**config.mk**
```make
export PLATFORM = sky130hd
export DESIGN_NAME = dm_copy_engine_flat
export DESIGN_NICKNAME = d
export VERILOG_FILES = /design/src/rtl/dm_copy_engine_if.sv /design/src/rtl/dm_copy_engine.sv /design/src/flat_wrapper.sv
export SDC_FILE = /design/constraint.sdc
export NUM_CORES = 1
export LEC_CHECK = 0
export CAP_MARGIN = 20
export CORE_MARGIN = 2
export CORE_UTILIZATION = 55
export DETAILED_ROUTE_END_ITERATION = 8
export PLACE_DENSITY = 0.83
export RECOVER_POWER = 50
export SLEW_MARGIN = 5
export SYNTH_ARGS = -nofsm -noshare
export SYNTH_HDL_FRONTEND = slang
export SYNTH_SLANG_ARGS = --single-unit
```
**constraint.sdc**
```tcl
create_clock -name clk -period 4.1 [get_ports clk]
set_input_delay 0.82 -clock clk [delete_from_list [all_inputs] [get_ports clk]]
set_output_delay 0.82 -clock clk [all_outputs]
set_load 0.01 [all_outputs]
```
**src/rtl/dm_copy_engine_if.sv**
```systemverilog
`default_nettype none
// ============================================================================
// Module      : dm_copy_engine_if
// Description : Data-memory port bundle shared by the copy engine (master)
//               and the memory-side mux / memory model (slave).
//               rd_dm_en   - read enable           (master -> slave)
//               wr_dm_en   - write enable          (master -> slave)
//               dm_addr    - word address          (master -> slave)
//               wr_dm_data - write data            (master -> slave)
//               rd_dm_data - read data             (slave  -> master)
// Revision    : 1.0 - initial release
// ============================================================================
interface dm_copy_engine_if #(
    parameter int ADDR_W = 6,
    parameter int DATA_W = 16
);
    logic              rd_dm_en;
    logic              wr_dm_en;
    logic [ADDR_W-1:0] dm_addr;
    logic [DATA_W-1:0] wr_dm_data;
    logic [DATA_W-1:0] rd_dm_data;

    modport master (
        output rd_dm_en,
        output wr_dm_en,
        output dm_addr,
        output wr_dm_data,
        input  rd_dm_data
    );

    modport slave (
        input  rd_dm_en,
        input  wr_dm_en,
        input  dm_addr,
        input  wr_dm_data,
        output rd_dm_data
    );
endinterface
`default_nettype wire

```
**src/rtl/dm_copy_engine.sv**
```systemverilog
`default_nettype none
// ============================================================================
// Module      : dm_copy_engine
// Description : Copies a block of len words from src_addr to dst_addr inside
//               the 64-word data memory, one word at a time (read, wait
//               RD_LAT cycles, write), accumulating a 16-bit checksum.
//   clk        - system clock, rising edge
//   rst        - asynchronous active-high reset
//   start      - one-cycle request, sampled in IDLE only
//   src_addr   - first source word address (sampled with start)
//   dst_addr   - first destination word address (sampled with start)
//   len        - word count 0..64 (sampled with start)
//   busy       - engine owns the memory port
//   done       - one-cycle completion pulse
//   checksum   - sum of copied words mod 2^DATA_W
//   mem        - data-memory port (master side)
// Revision    : 1.0 - initial release
// ============================================================================
module dm_copy_engine #(
    parameter int ADDR_W = 6,
    parameter int DATA_W = 16,
    parameter int RD_LAT = 1
) (
    input  logic              clk,
    input  logic              rst,
    input  logic              start,
    input  logic [ADDR_W-1:0] src_addr,
    input  logic [ADDR_W-1:0] dst_addr,
    input  logic [ADDR_W:0]   len,
    output logic              busy,
    output logic              done,
    output logic [DATA_W-1:0] checksum,
    dm_copy_engine_if.master  mem
);

    // Wait-counter value of the final WT cycle (RD_LAT is 1..3).
    localparam logic [1:0]      c_WT_LAST = 2'(RD_LAT - 1);
    localparam logic [ADDR_W:0] c_IDX_ONE = (ADDR_W+1)'(1);

    typedef enum logic [2:0] {
        S_IDLE = 3'd0,
        S_RD   = 3'd1,
        S_WT   = 3'd2,
        S_WR   = 3'd3,
        S_FIN  = 3'd4
    } state_t;

    state_t            state_q, state_d;
    logic [ADDR_W-1:0] src_q, src_d;
    logic [ADDR_W-1:0] dst_q, dst_d;
    logic [ADDR_W:0]   len_q, len_d;
    logic [ADDR_W:0]   idx_q, idx_d;
    logic [1:0]        wcnt_q, wcnt_d;
    logic [DATA_W-1:0] data_q, data_d;
    logic [DATA_W-1:0] csum_q, csum_d;

    logic [ADDR_W:0]   idx_inc;
    logic [ADDR_W-1:0] rd_addr;
    logic [ADDR_W-1:0] wr_addr;

    // Word index never exceeds 63 while addressing, so the low bits suffice
    // and the additions wrap modulo the memory size naturally.
    assign idx_inc = idx_q + c_IDX_ONE;
    assign rd_addr = src_q + idx_q[ADDR_W-1:0];
    assign wr_addr = dst_q + idx_q[ADDR_W-1:0];

    always_ff @(posedge clk or posedge rst) begin
        if (rst) begin
            state_q <= S_IDLE;
            src_q   <= '0;
            dst_q   <= '0;
            len_q   <= '0;
            idx_q   <= '0;
            wcnt_q  <= '0;
            data_q  <= '0;
            csum_q  <= '0;
        end else begin
            state_q <= state_d;
            src_q   <= src_d;
            dst_q   <= dst_d;
            len_q   <= len_d;
            idx_q   <= idx_d;
            wcnt_q  <= wcnt_d;
            data_q  <= data_d;
            csum_q  <= csum_d;
        end
    end

    always_comb begin
        state_d = state_q;
        src_d   = src_q;
        dst_d   = dst_q;
        len_d   = len_q;
        idx_d   = idx_q;
        wcnt_d  = wcnt_q;
        data_d  = data_q;
        csum_d  = csum_q;

        unique case (state_q)
            S_IDLE: begin
                if (start) begin
                    // Any accepted start restarts the checksum, even an
                    // empty copy, so len=0 reports a checksum of zero.
                    csum_d = '0;
                    idx_d  = '0;
                    if (len != '0) begin
                        src_d   = src_addr;
                        dst_d   = dst_addr;
                        len_d   = len;
                        state_d = S_RD;
                    end else begin
                        state_d = S_FIN;
                    end
                end
            end
            S_RD: begin
                wcnt_d  = '0;
                state_d = S_WT;
            end
            S_WT: begin
                if (wcnt_q == c_WT_LAST) begin
                    data_d  = mem.rd_dm_data;
                    csum_d  = csum_q + mem.rd_dm_data;
                    state_d = S_WR;
                end else begin
                    wcnt_d = wcnt_q + 2'd1;
                end
            end
            S_WR: begin
                idx_d   = idx_inc;
                state_d = (idx_inc == len_q) ? S_FIN : S_RD;
            end
            S_FIN: begin
                state_d = S_IDLE;
            end
            default: begin
                state_d = S_IDLE;
            end
        endcase
    end

    // Outputs decode registered state only; nothing passes from inputs.
    always_comb begin
        busy           = (state_q != S_IDLE);
        done           = (state_q == S_FIN);
        checksum       = csum_q;
        mem.rd_dm_en   = (state_q == S_RD);
        mem.wr_dm_en   = (state_q == S_WR);
        mem.dm_addr    = '0;
        mem.wr_dm_data = '0;
        if (state_q == S_RD) begin
            mem.dm_addr = rd_addr;
        end else if (state_q == S_WR) begin
            mem.dm_addr    = wr_addr;
            mem.wr_dm_data = data_q;
        end
    end

endmodule
`default_nettype wire

```
**src/flat_wrapper.sv**
```systemverilog
// flat-port wrapper written by rule: the top's interface ports become plain ports
module dm_copy_engine_flat 
#(
    parameter int ADDR_W = 6,
    parameter int DATA_W = 16,
    parameter int RD_LAT = 1
)
  (clk, rst, start, src_addr, dst_addr, len, busy, done, checksum, mem_rd_dm_en, mem_wr_dm_en, mem_dm_addr, mem_wr_dm_data, mem_rd_dm_data);
  dm_copy_engine_if #(.ADDR_W(ADDR_W), .DATA_W(DATA_W)) mem_i ();
  input  logic clk;
  input  logic rst;
  input  logic start;
  input  logic [ADDR_W-1:0] src_addr;
  input  logic [ADDR_W-1:0] dst_addr;
  input  logic [ADDR_W:0] len;
  output logic busy;
  output logic done;
  output logic [DATA_W-1:0] checksum;
  output wire logic [$bits(mem_i.rd_dm_en)-1:0] mem_rd_dm_en;
  output wire logic [$bits(mem_i.wr_dm_en)-1:0] mem_wr_dm_en;
  output wire logic [$bits(mem_i.dm_addr)-1:0] mem_dm_addr;
  output wire logic [$bits(mem_i.wr_dm_data)-1:0] mem_wr_dm_data;
  input wire logic [$bits(mem_i.rd_dm_data)-1:0] mem_rd_dm_data;
  assign mem_rd_dm_en = mem_i.rd_dm_en;
  assign mem_wr_dm_en = mem_i.wr_dm_en;
  assign mem_dm_addr = mem_i.dm_addr;
  assign mem_wr_dm_data = mem_i.wr_dm_data;
  assign mem_i.rd_dm_data = mem_rd_dm_data;
  dm_copy_engine #(.ADDR_W(ADDR_W), .DATA_W(DATA_W), .RD_LAT(RD_LAT)) u_core (.clk(clk), .rst(rst), .start(start), .src_addr(src_addr), .dst_addr(dst_addr), .len(len), .busy(busy), .done(done), .checksum(checksum), .mem(mem_i));
endmodule
```
== Word-level counts from Yosys, hierarchy flattened ==
Index checks and enable logic that the tools add are counted.

* Output and inout port bits: 42
* Word-level logic and storage cells: 50
* Register bits: 63

* Equal/unequal tests: 8
* Reductions and logical operators: 13
* Add/sub/neg operators: 5
* Mux-type cells: 16

{| class="wikitable"
|+ Operator list
! cell !! number
|-
| two-way mux 16 bit || 4
|-
| case mux 16 bit (2 select lines) || 1
|-
| adder 16 bit || 1
|-
| case mux 7 bit (2 select lines) || 1
|-
| adder 6 bit || 2
|-
| two-way mux 3 bit || 4
|-
| two-way mux 6 bit || 2
|-
| case mux 3 bit (4 select lines) || 1
|-
| AND reduction 2 bit || 4
|-
| adder 7 x 1 -> 7 bit, second input constant || 1
|-
| == test 7 bit || 1
|-
| two-way mux 7 bit || 1
|-
| nonzero test 7 bit || 1
|-
| == test 3 x 2 -> 1 bit, second input constant || 2
|-
| AND reduction 3 bit || 2
|-
| nonzero test 2 bit || 3
|-
| != test 2 bit, second input constant || 2
|-
| case mux 2 bit (2 select lines) || 1
|-
| == test 3 x 1 -> 1 bit, second input constant || 1
|-
| == test 3 bit, second input constant || 1
|-
| logical NOT 3 bit || 1
|-
| nonzero test 3 bit || 1
|-
| adder 2 x 1 -> 2 bit, second input constant || 1
|-
| logical NOT 2 bit || 1
|-
| 2 further kinds || 2
|}

== Longest topological paths before layout ==
* Depth after elaboration: 4
* Depth in mapped cells: 8
* Depth with buffers taken out: 8

== Worst setup path after synthesis ==
Ideal clock, no wire load.

* Path kind: input to register
* Start: input mem_rd_dm_data[0]
* End: register u_core.csum_q[14], in the netlist u_core.checksum[14]
* Data required time: 3.967 ns
* Data arrival time: 2.532 ns
* Stages: 8
* Slack: 1.435 ns
* Path buffers: 0
* Library setup time: 0.133 ns
* Cells stage by stage: ha_1 > fa_1 > a211oi_1 > o211ai_1 > a41oi_1 > o21ai_0 > xnor2_1 > o21ai_0

* Longest elaborated chain between the ends: 3

{| class="wikitable"
|+ RTL lines
! item !! line !! source
|-
| start, declared || flat_wrapper.sv:23 || <nowiki>input wire logic [$bits(mem_i.rd_dm_data)-1:0] mem_rd_dm_data;</nowiki>
|-
| adder 16 bit || dm_copy_engine.sv:123 || <nowiki>csum_d = csum_q + mem.rd_dm_data;</nowiki>
|-
| two-way mux 16 bit || dm_copy_engine.sv:121 || <nowiki>if (wcnt_q == c_WT_LAST) begin</nowiki>
|-
| case mux 16 bit (2 select lines) || dm_copy_engine.sv:99 || <nowiki>unique case (state_q)</nowiki>
|-
| end signal, assigned || dm_copy_engine.sv:85 || <nowiki>csum_q <= csum_d;</nowiki>
|-
| end, declared || dm_copy_engine.sv:55 || <nowiki>logic [DATA_W-1:0] csum_q, csum_d;</nowiki>
|}

No other way between the ends. The select of a mux whose other input is x is not followed.
A chain may end at the register's enable or synchronous reset.

== Final worst setup path ==
* Start: register u_core.idx_q[0]
* End: output mem_dm_addr[4]

* Longest elaborated chain between the ends: 3

{| class="wikitable"
|+ RTL lines
! item !! line !! source
|-
| start, declared || dm_copy_engine.sv:52 || <nowiki>logic [ADDR_W:0] idx_q, idx_d;</nowiki>
|-
| start signal, assigned || dm_copy_engine.sv:82 || <nowiki>idx_q <= idx_d;</nowiki>
|-
| adder 6 bit || dm_copy_engine.sv:65 || <nowiki>assign wr_addr = dst_q + idx_q[ADDR_W-1:0];</nowiki>
|-
| two-way mux 6 bit || dm_copy_engine.sv:153 || <nowiki>end else if (state_q == S_WR) begin</nowiki>
|-
| two-way mux 6 bit (*) || dm_copy_engine.sv:151 || <nowiki>if (state_q == S_RD) begin</nowiki>
|-
| end, declared || flat_wrapper.sv:21 || <nowiki>output wire logic [$bits(mem_i.dm_addr)-1:0] mem_dm_addr;</nowiki>
|}

Every way passes the cells marked *; elsewhere a longest branch is shown, timed or not.

==> qor.csv <==
metric;value;unit
Yosys cell types;41;
Mapped Nets;446;
Slew Limit Headroom;18.9;%
DR vias;3065;
Max-Cap Viols;0;
Power Density;782;nW/µm²
Overflow after GRT;0;
Max H-tree Level;3;
chip width;87.0;µm
worst endpoint required time;3.28;ns
crit end category;primary output;
Tmin final;3.52;ns
Total GRT Usage;23.5;%
first-pass iteration count of the detailed router;4;
Synth-to-Final Area Change;27.2;%
Seq/Total Area, Yosys;41.6;%
Site Rows;30;
Hold Buf Count CTS;0;
GP Congestion;0.855;
Ys Warns;0;
DR vias/cell;5.68;
fmax;284;MHz
Slew @ Worst Pin;1.22;ns
Remaining DRCs;0;
Worst-Skew Late Latency;0.34;ns
crit start category;register;
post-CTS setup buffer count;0;
WS Path Type;register to primary output;
max-slew violations;0;
top_reg_cell synth;dfrtp_1;
Worst Path Arrival;2.70;ns
number of synthesized register bits;63;
PnR Total Power;0.00376;W
Top Ports;80;
setup TNS;0;ns
Nets;524;
CTS Buf Count;9;
CTS tree;built;
Fillers;500;
Max Clock Skew;0.00930;ns
Starting Density;56.4;%
Post-synth EDFFs;0;
CTS Buffer Depth;2;
layout cell share with drive strength beyond 1;11.5;%
Die ar.;7560;µm²
VDD IR-drop max;0.000333;V
1st-iter DRT viols;194;
Fin. Hold Viols;0;
unrepaired setup endpoints after global routing;false;
initial antenna violation count;0;
port bufs;79;
hold slack;0.483;ns
ANT cells;0;
CTS Sinks;63;
number of global-route vias before repair;2958;
WL final;8130;µm
Async S/R FF share, synth;100;%
Mapped Cells;378;
Mean Syn Cell Area;10.0;µm²
Leak;2.14;nW
Final period util;85.8;%
Hold Crit Class;register to register;
Core ar.;6720;µm²
post-CTS sizing;0;
Antenna Nets Post-Route;0;
crit path max fanout;7;
clock root buffer master;clkbuf_8;
Syn Std Cell Area;3790;µm²
status;completed;
Reg clk slew, reported paths;0.07;ns
final setup fails;0;
HPWL Detailed;5980;µm
wire per inst;15.1;µm
first-pass GRT wire length;14000;µm
largest net degree at the start of global routing;50;
Die Height;87.0;µm
==> cells in the final DEF, fill, tap and decap left out, types with 5 or more instances in the layout <==
master           Yosys  final
dfrtp_1             63     63
xnor2_1             21     21
o21ai_0             32     32
nand3_1              6      6
a21oi_1             17     17
mux2_2              32     32
dlygate4sd3_1        0     11
and2_1              17     17
nand2_1             45     45
inv_1               16     16
o22ai_1              5      5
a21o_1               8      8
nor2_1              17     17
clkbuf_8             0     12
clkdlybuf4s50_1      0     68
a22o_1               5      5
ha_1                27     27
a211oi_1             5      5
xor2_1              13     13
==> report_power, final <==
group / switching (W) / total (W) / leakage, nW / internal [W]
clock network: 0.000242 / 0.000505 / 0.0942 / 0.000264
logic: 0.00102 / 0.00211 / 1.27 / 0.00109
registers: 0.000234 / 0.00114 / 0.779 / 0.000910
total: 0.00150 / 0.00376 / 2.14 / 0.00227
==> layout make-up <==
| type | count | area, µm² | share of cell area, % |
|---|---|---|---|
| multi-input cells | 285 | 2090 | 43.5 |
| flip-flops and latches | 63 | 1580 | 32.7 |
| repair buffers | 81 | 803 | 16.7 |
| clock buffers | 12 | 165 | 3.43 |
| well taps | 80 | 100 | 2.08 |
| inverters | 16 | 60.1 | 1.25 |
| clock inverters | 3 | 17.5 | 0.364 |
==> cells in the mapped netlist, types with 2 or more instances <==
cell type / instances / area share (%)
mux2_2: 32 / 9.5
and2_1: 17 / 2.8
and3_1: 2 / 0.33
xnor2_1: 21 / 4.9
inv_1: 16 / 1.6
a41oi_1: 2 / 0.46
a211oi_1: 5 / 0.99
buf_2: 4 / 0.53
ha_1: 27 / 8.9
dfrtp_1: 63 / 42
a22o_1: 5 / 1.2
o31ai_1: 2 / 0.40
nand2_1: 45 / 4.5
o21ai_0: 32 / 4.2
a21oi_1: 17 / 2.2
nand3_1: 6 / 0.79
o22ai_1: 5 / 0.83
a21o_1: 8 / 1.6
nor3_1: 2 / 0.26
nor4_1: 2 / 0.33
o21bai_1: 4 / 0.79
fa_1: 3 / 1.6
clkbuf_1: 10 / 0.99
o211ai_1: 2 / 0.40
mux2i_1: 2 / 0.53
nor2_1: 17 / 1.7
xor2_1: 13 / 3.0
==> cell families (layout without fill, tap and decap cells) <==
kind of cell | Yosys count | after routing | share of synthesized area (%)
compound gates | 88 | 88 | 14.5
mux | 34 | 34 | 10.0
simple gates | 99 | 99 | 12.4
flops | 63 | 63 | 41.6
fa+ha+maj | 30 | 30 | 10.5
xor+xnor | 34 | 34 | 7.87
buf+inv | 30 | 112 | 3.11
==> path summary, 6_finish.rpt <==
kind | startpoint | to | slack [ns] | cells after the start
worst min register to register | u_core.data_q[15] | u_core.data_q[15] | 0.48 | 2
worst max-delay path | u_core.idx_q[0] | mem_dm_addr[4] | 0.58 | 9
min in group asynchronous | rst | u_core.len_q[4] | 0.96 | 2
worst min-delay path | u_core.data_q[15] | u_core.data_q[15] | 0.48 | 2
worst max register to register | u_core.checksum[0] | u_core.checksum[14] | 1.56 | 8
max in group asynchronous | rst | u_core.src_q[0] | 1.57 | 3
==> state kept, by name, indices dropped and copies added (netlist names) <==
register         count
u_core.src_q         6
u_core.checksum     16
u_core.dst_q         6
u_core.data_q       16
u_core.wcnt_q        2
u_core.idx_q         7
u_core.state_q       3
u_core.len_q         7
==> per-stage QoR <==
step	cells	utilization, %	setup slack (ns)	area, µm²
2_1_floorplan	378	-	1.43	3790
3_3_place_gp	525	69.0	0.799	4630
3_5_place_dp	525	69.0	0.674	4630
4_1_cts	540	71.7	0.562	4820
5_1_grt	540	71.7	0.398	4810
6_report	540	71.7	0.584	4810
==> metal layers <==
layer	wire [µm]	share of wire, %	GRT usage, %	vias to the layer above
met1	3750	46	32.4	1482
met2	3850	47	37.0	82
li1	-	-	-	1488
met3	392	4.8	4.08	13
met4	137	1.7	9.52	0
met5	0	0	0	-
==> critical path, stage by stage (launching register included) <==
cell	delay (ns)
dfrtp_1	0.51
ha_1	0.24
inv_1	0.07
fa_1	0.40
inv_1	0.08
a21o_1	0.11
a21oi_1	0.07
xor2_1	0.15
o22ai_1	0.15
clkdlybuf4s50_1	0.57
Power figures use the tool's default switching activity.
